--- src/rtl/bcd_pkg.sv ---
// Shared BCD constants and helpers for the multi-digit decimal counter.
package bcd_pkg;
    localparam int BCD_W = 4;
    localparam logic [BCD_W-1:0] BCD_MAX = 4'd9;
    localparam logic [BCD_W-1:0] BCD_MIN = 4'd0;

    function automatic logic bcd_valid(input logic [BCD_W-1:0] nibble);
        return (nibble <= BCD_MAX);
    endfunction
endpackage

--- src/rtl/bcd_digit.sv ---
// One BCD digit register with clear, load and a 9<->0 wrapping step in either direction.
module bcd_digit
    import bcd_pkg::*;
(
    input  logic             clk,
    input  logic             rst_n,
    input  logic             clr,
    input  logic             ld,
    input  logic [BCD_W-1:0] ld_val,
    input  logic             step,
    input  logic             up,
    output logic [BCD_W-1:0] q,
    output logic             at_max,
    output logic             at_min
);
    logic [BCD_W-1:0] digit_d, digit_q;

    always_comb begin
        digit_d = digit_q;
        if (clr) begin
            digit_d = BCD_MIN;
        end else if (ld) begin
            digit_d = ld_val;
        end else if (step) begin
            if (up) begin
                digit_d = (digit_q == BCD_MAX) ? BCD_MIN : digit_q + 4'd1;
            end else begin
                digit_d = (digit_q == BCD_MIN) ? BCD_MAX : digit_q - 4'd1;
            end
        end
    end

    always_ff @(posedge clk or negedge rst_n) begin
        if (!rst_n) begin
            digit_q <= BCD_MIN;
        end else begin
            digit_q <= digit_d;
        end
    end

    assign q      = digit_q;
    assign at_max = (digit_q == BCD_MAX);
    assign at_min = (digit_q == BCD_MIN);
endmodule

--- src/rtl/bcd_counter_n.sv ---
// DIGITS-wide BCD up/down counter with clear, validated load and one-cycle tc / load_err pulses.
module bcd_counter_n
    import bcd_pkg::*;
#(
    parameter int DIGITS = 4
) (
    input  logic                    clk,
    input  logic                    rst_n,
    input  logic                    clr,
    input  logic                    load,
    input  logic [BCD_W*DIGITS-1:0] load_val,
    input  logic                    en,
    input  logic                    up,
    output logic [BCD_W*DIGITS-1:0] q,
    output logic                    tc,
    output logic                    load_err
);
    logic [DIGITS-1:0] at_max, at_min, step;
    logic [DIGITS:0]   chain;
    logic              ld_valid, load_ok, count;
    logic              tc_d, tc_q, load_err_d, load_err_q;

    // A load is accepted only if every nibble is a legal decimal digit.
    always_comb begin
        ld_valid = 1'b1;
        for (int i = 0; i < DIGITS; i++) begin
            if (!bcd_valid(load_val[i*BCD_W +: BCD_W])) begin
                ld_valid = 1'b0;
            end
        end
    end

    assign count   = en & ~clr & ~load;
    assign load_ok = load & ld_valid;

    // chain[i] is high when every digit below i sits at its wrap value for the current direction.
    assign chain[0] = 1'b1;

    for (genvar i = 0; i < DIGITS; i++) begin : g_digit
        assign chain[i+1] = chain[i] & (up ? at_max[i] : at_min[i]);
        assign step[i]    = count & chain[i];

        bcd_digit u_digit (
            .clk    (clk),
            .rst_n  (rst_n),
            .clr    (clr),
            .ld     (load_ok),
            .ld_val (load_val[i*BCD_W +: BCD_W]),
            .step   (step[i]),
            .up     (up),
            .q      (q[i*BCD_W +: BCD_W]),
            .at_max (at_max[i]),
            .at_min (at_min[i])
        );
    end

    always_comb begin
        tc_d       = count & chain[DIGITS];
        load_err_d = ~clr & load & ~ld_valid;
    end

    always_ff @(posedge clk or negedge rst_n) begin
        if (!rst_n) begin
            tc_q       <= 1'b0;
            load_err_q <= 1'b0;
        end else begin
            tc_q       <= tc_d;
            load_err_q <= load_err_d;
        end
    end

    assign tc       = tc_q;
    assign load_err = load_err_q;
endmodule

--- config.mk ---
export PLATFORM = sky130hd
export DESIGN_NAME = bcd_counter_n
export DESIGN_NICKNAME = d
export VERILOG_FILES = /design/src/rtl/bcd_pkg.sv /design/src/rtl/bcd_digit.sv /design/src/rtl/bcd_counter_n.sv
export SDC_FILE = /design/constraint.sdc
export NUM_CORES = 1
export LEC_CHECK = 0
export CAP_MARGIN = 10
export CELL_PAD_IN_SITES_DETAIL_PLACEMENT = 0
export CELL_PAD_IN_SITES_GLOBAL_PLACEMENT = 1
export CORE_MARGIN = 2
export CORE_UTILIZATION = 39
export DETAILED_ROUTE_END_ITERATION = 8
export PLACE_DENSITY = 0.95
export SLEW_MARGIN = 40
export SYNTH_ARGS = -nofsm -noshare
export SYNTH_HDL_FRONTEND = slang
export SYNTH_SLANG_ARGS = --single-unit
--- constraint.sdc ---
create_clock -name clk -period 4 [get_ports clk]
set_input_delay 0.4 -clock clk [delete_from_list [all_inputs] [get_ports clk]]
set_output_delay 0.4 -clock clk [all_outputs]
set_load 0.02 [all_outputs]
After elaboration in Yosys (flattened, before gate mapping):

Index checks and enable logic that the tools add are counted.

* register bits after elaboration: 18
* latch bits: 0
* memory bits (writable): 0
* ROM bits: 0
* bits of input ports: 22
* output and inout bits: 18
* logic and storage cells: 77
* memories kept: 0

* add/subtract/negate cells: 8
* multipliers: 0
* divide/modulo/power cells: 0
* magnitude comparators: 4
* equal/unequal tests: 4
* shift-type cells: 0
* muxes and demuxes: 32
* bitwise gates (word level): 15
* reduce and logical (&&, ||, !) cells: 8

Operator list (number)
* $mux W4: 24
* $add A4 B1 Y4 const B: 4
* $eq A4 B4 Y1 const B: 4
* $le A4 B4 Y1 const B: 4
* $logic_not A4 Y1: 4
* $sub A4 B1 Y4 const B: 4
* $and A1 B1 Y1: 12
* $reduce_bool A3 Y1: 4
* $mux W1: 8
* $not A1 Y1: 3

Longest topological paths before layout:

* word-level depth: 8
* depth in mapped cells: 8
* depth with buffers taken out: 7

Hierarchy:

Synthesis repeated with hierarchy kept, for this count alone.

* cell total of the unflattened synthesis: 241
* area, all modules: 2074.5 um^2

By module, submodules not included
* bcd_digit: instances 4, cells each 55, area each 470.5 um^2, sequential area each 100.1 um^2
* bcd_counter_n: instances 1, cells each 21, area each 192.7 um^2, sequential area each 50.0 um^2

Worst setup path before layout:

Ideal clock, no wire load.

* path type: flip-flop to flip-flop
* from: register g_digit[0].u_digit.digit_q[0]
* to: register g_digit[2].u_digit.digit_q[0]
* setup time: 0.094 ns
* arrival time: 1.896 ns
* required time: 3.906 ns
* setup slack: 2.010 ns
* stages on the path, launching flop included: 9
* path buffers: 1
* clock period less this slack: 1.990 ns
* cells stage by stage: dfrtp_1 -> inv_1 -> ha_1 -> nor3b_2 -> o21ai_1 -> buf_2 -> nor2_2 -> xnor2_1 -> a211oi_1

* longest elaborated chain between the ends: 5
* elaborated cells between the ends (all ways): 6
* classes of those cells: 1 x eq/ne; 1 x mux; 2 x bitwise; 2 x reduce/logical

RTL lines
* from (decl): line bcd_digit.sv:16 `logic [BCD_W-1:0] digit_d, digit_q;`
* from (signal assigned): line bcd_digit.sv:37 `digit_q <= digit_d;`
* $eq A4 B4 Y1 / $logic_not A4 Y1 (equally long branches): line bcd_digit.sv:42, bcd_digit.sv:43
* $mux W1 (*): line bcd_counter_n.sv:40 `assign chain[i+1] = chain[i] & (up ? at_max[i] : at_min[i]);`
* $and A1 B1 Y1 (*): line bcd_counter_n.sv:40
* $and A1 B1 Y1 (*): line bcd_counter_n.sv:41 `assign step[i] = count & chain[i];`
* $reduce_bool A3 Y1 (no source line) (*)
* to (signal assigned): line bcd_digit.sv:37
* to (decl): line bcd_digit.sv:16

Mark *: on every way between the ends. The rest lies on a longest branch, timed or not.
A chain may end at the register's enable or synchronous reset.

Final worst setup path:

* from: input up
* to: register g_digit[3].u_digit.digit_q[3]

* longest elaborated chain between the ends: 5
* elaborated cells between the ends (all ways): 11
* classes of those cells: 7 x mux; 3 x bitwise; 1 x reduce/logical

RTL lines
* from (decl): line bcd_counter_n.sv:13 `input logic up,`
* $mux W1: line bcd_counter_n.sv:40
* $and A1 B1 Y1 (2 in a row): line bcd_counter_n.sv:40
* $and A1 B1 Y1: line bcd_counter_n.sv:41
* $reduce_bool A3 Y1 (no source line)
* to (signal assigned): line bcd_digit.sv:37
* to (decl): line bcd_digit.sv:16

Parallel ways exist; a longest one is shown, timed or not. The select of a mux whose other input is x is not followed.

==> results.toml <==
[global_route]
antenna_found_initial = 0
gr-total-overflow = 0
grt_pass1_vias = 1544
grt_busiest_layer = "met2"
grt_util_met2_pct = 29.2
use_met1_pct = 24.5
grt_max_degree = 23
grt_use_met3_pct = 2.60
grt_usage_pct = 17.9
grt_pass1_wl_um = 7300

[sta]
slew_headroom_pct = 62.2
finalHoldViolations = 0
finalClockSkew_ns = 0.00193
rsz0062_at_grt = "false"
finalCritPeriodShare_pct = 59.7
finalSetupViolations = 0
maxSlewViolCount = 0
worst_pin_slew_ns = 0.565
fin_crit_ns = 2.39
timing.fmax_mhz = 419
tns_ns = 0

[worst_setup_path]
cp.arrival_ns = 2.56
r2r_start = "g_digit[0].u_digit.q[0]$_DFFE_PN0P_"
critPathKind = "primary input to flip-flop"
reg2regPathDepth = 7
path_buf_inv = 2
path_max_fanout = 16
startpoint_type = "primary input"
cp_top_family = "buffers and inverters"
r2r_end = "g_digit[3].u_digit.q[3]$_DFFE_PN0P_"
critPathRequiredTime_ns = 4.17
slowest_stage = "clkdlybuf4s50_1"
reg2reg_slack_ns = 1.83
cp_cell_sequence = "clkdlybuf4s50_1 > buf_4 > nand3_1 > o21ai_0 > nor4b_4 > mux2i_1 > a211oi_1"
critPathMaxStageDelay_ns = 0.82
cp-end-kind = "flip-flop"

[cts]
cts_tree = "yes"
path_clk_slew_ns = 0.07
cts-resized-gates = 0
htreeDepth = 1
clk_latency_ns = 0.26
cts_hold_buf = 0
cts_sinks = 18
clockRootBuffer = "clkbuf_8"
clock_path_buffers = 2
cts_buffers = 3
cts_setup_buffers = 0

[synthesis]
yosysWarnings = 0
synthesis.area_mm2 = 0.00172
synth_top_area_share_pct = 26.2
synth.avg_cell_area_um2 = 8.00
synth.area.top_cells = "dfrtp_1, ha_1, nor2_1, o21ai_0, nand2_1"
yosysMostFrequentCell = "nor2_1"
synth_flop_cell = "dfrtp_1"
ys_ff_latch = 18
ys_seq_area_share_pct = 26.2
async_reset_ff_share_pct = 100
syn_nets = 246
synth-edff-count = 0
synthCells = 215
synth_common_cells = "nor2_1, dfrtp_1, nand2_1, o21ai_0, inv_1"
yosysTopAreaCell = "dfrtp_1"
synth_cell_types = 59

[power_and_ir_drop]
peakVddDrop_uv = 119
p_per_area_mw_per_mm2 = 247
power_mw = 0.541
power.leakage_nw = 0.821

[floorplan]
die_height_um = 70.4
die_w_um = 70.4
dieArea_mm2 = 0.00496
core.rowCount = 24
ios = 40
start_util_pct = 40.1
coreArea_mm2 = 0.00429

[placement]
numPortBuffers = 39
gp_congestion = 0.779
dpl.hpwl_um = 3090
placement.cell_area_mm2 = 0.00213
dpl.cell_count = 294

[detailed_routing]
dr.pass1.iters = 4
postRouteAntennaNets = 0
avgViaCountPerCell = 5.61
post_drt_wl_per_cell_um = 14.2
drtIter0Drc = 141
post-route-drc-count = 0
routed-via-count = 1673
wirelength_um = 4240

[cells_and_area]
final_area_mm2 = 0.00219
fin_cells = 298
drive_gt1_share_pct = 8.54
area_growth_syn_to_layout_pct = 27.1
final-seq-area_um2 = 450
fillerInstances = 442
nets = 278
multiInputGateArea_mm2 = 0.00117
n_antenna_cell = 0

[min_path]
hold_path.class = "primary input to asynchronous set/reset pin"

[run_status]
outcome = "finished, final reports clean"

[job]
cap_violations = 0
-- worst max-delay path by stage --
stage / from / endpoint / slack (ns) / cells past startpoint
2_1_floorplan: g_digit[0].u_digit.q[0]$_DFFE_PN0P_ / g_digit[2].u_digit.q[0]$_DFFE_PN0P_ / 2.01 / 8
3_3_place_gp: up / g_digit[2].u_digit.q[0]$_DFFE_PN0P_ / 1.31 / 6
3_5_place_dp: up / g_digit[3].u_digit.q[3]$_DFFE_PN0P_ / 1.22 / 6
4_1_cts: up / g_digit[3].u_digit.q[3]$_DFFE_PN0P_ / 1.47 / 6
5_1_grt: up / g_digit[3].u_digit.q[3]$_DFFE_PN0P_ / 1.38 / 7
6_report: up / g_digit[3].u_digit.q[3]$_DFFE_PN0P_ / 1.61 / 7
-- worst reg2reg max path, delay by kind of cell (launching register included) --
kind,cells,cell delay [ns]
AO/OA/AOI/OAI,2,0.45
AND/OR/NAND/NOR,2,0.67
flip-flops,1,0.46
adder cells (fa/ha/maj),1,0.23
multiplexers,1,0.13
buffers and inverters,1,0.13
-- sequential cells by signal (all words and copies together), names as in the netlist --
signal             cells
g_digit.u_digit.q     16
load_err               1
tc                     1
-- cells in the final DEF (no fill, tap or decap), types with 3 or more instances in the layout --
master            n
nor3_1            6
inv_1            13
xnor2_1           4
clkdlybuf4s50_1  38
nor2_1           26
ha_1              9
dfrtp_1          18
o21ai_0          17
nand2b_1          5
o211ai_1          4
a21oi_1          10
a211oi_1          6
nand2_1          17
clkbuf_8          4
mux2i_1           4
nor2b_1           3
-- final cells by class --
class	instances	share of cell area (%)
clock buffer	4	2.52
inverter	13	2.23
multi-input combinational	170	53.4
sequential	18	20.6
tap	52	2.97
timing repair buffer	41	18.3
-- per-stage QoR --
step	setup WS, ns	util, %	hold slack, ns
global placement	1.31	49.7	0.640
CTS	1.47	50.8	0.0832
detailed placement	1.22	49.6	0.364
floorplan	2.01	-	0.104
finish	1.61	50.9	0.0746
global route	1.38	50.9	0.102
-- where the power goes --
group / leakage (nW) / total (mW) / internal (mW) / switching (mW)
logic: 0.547 / 0.172 / 0.0847 / 0.0876
clock network: 0.0288 / 0.153 / 0.0876 / 0.0656
registers: 0.245 / 0.215 / 0.192 / 0.0237
-- kinds of logic after synthesis --
group / after synthesis / share of synthesized area [%]
AO/OA/AOI/OAI: 69 / 28.1
flip-flops: 18 / 26.2
multiplexers: 6 / 3.64
adder cells (fa/ha/maj): 9 / 6.55
buffers and inverters: 27 / 6.18
AND/OR/NAND/NOR: 80 / 26.3
XOR/XNOR: 6 / 3.05
-- layer usage --
layer | part of all wire (%) | vias to the layer above
met4 | 0.97 | 0
met3 | 5.6 | 5
met1 | 45 | 772
met2 | 49 | 48
li1 | - | 848
met5 | 0 | -
Power figures use the tool's default switching activity.
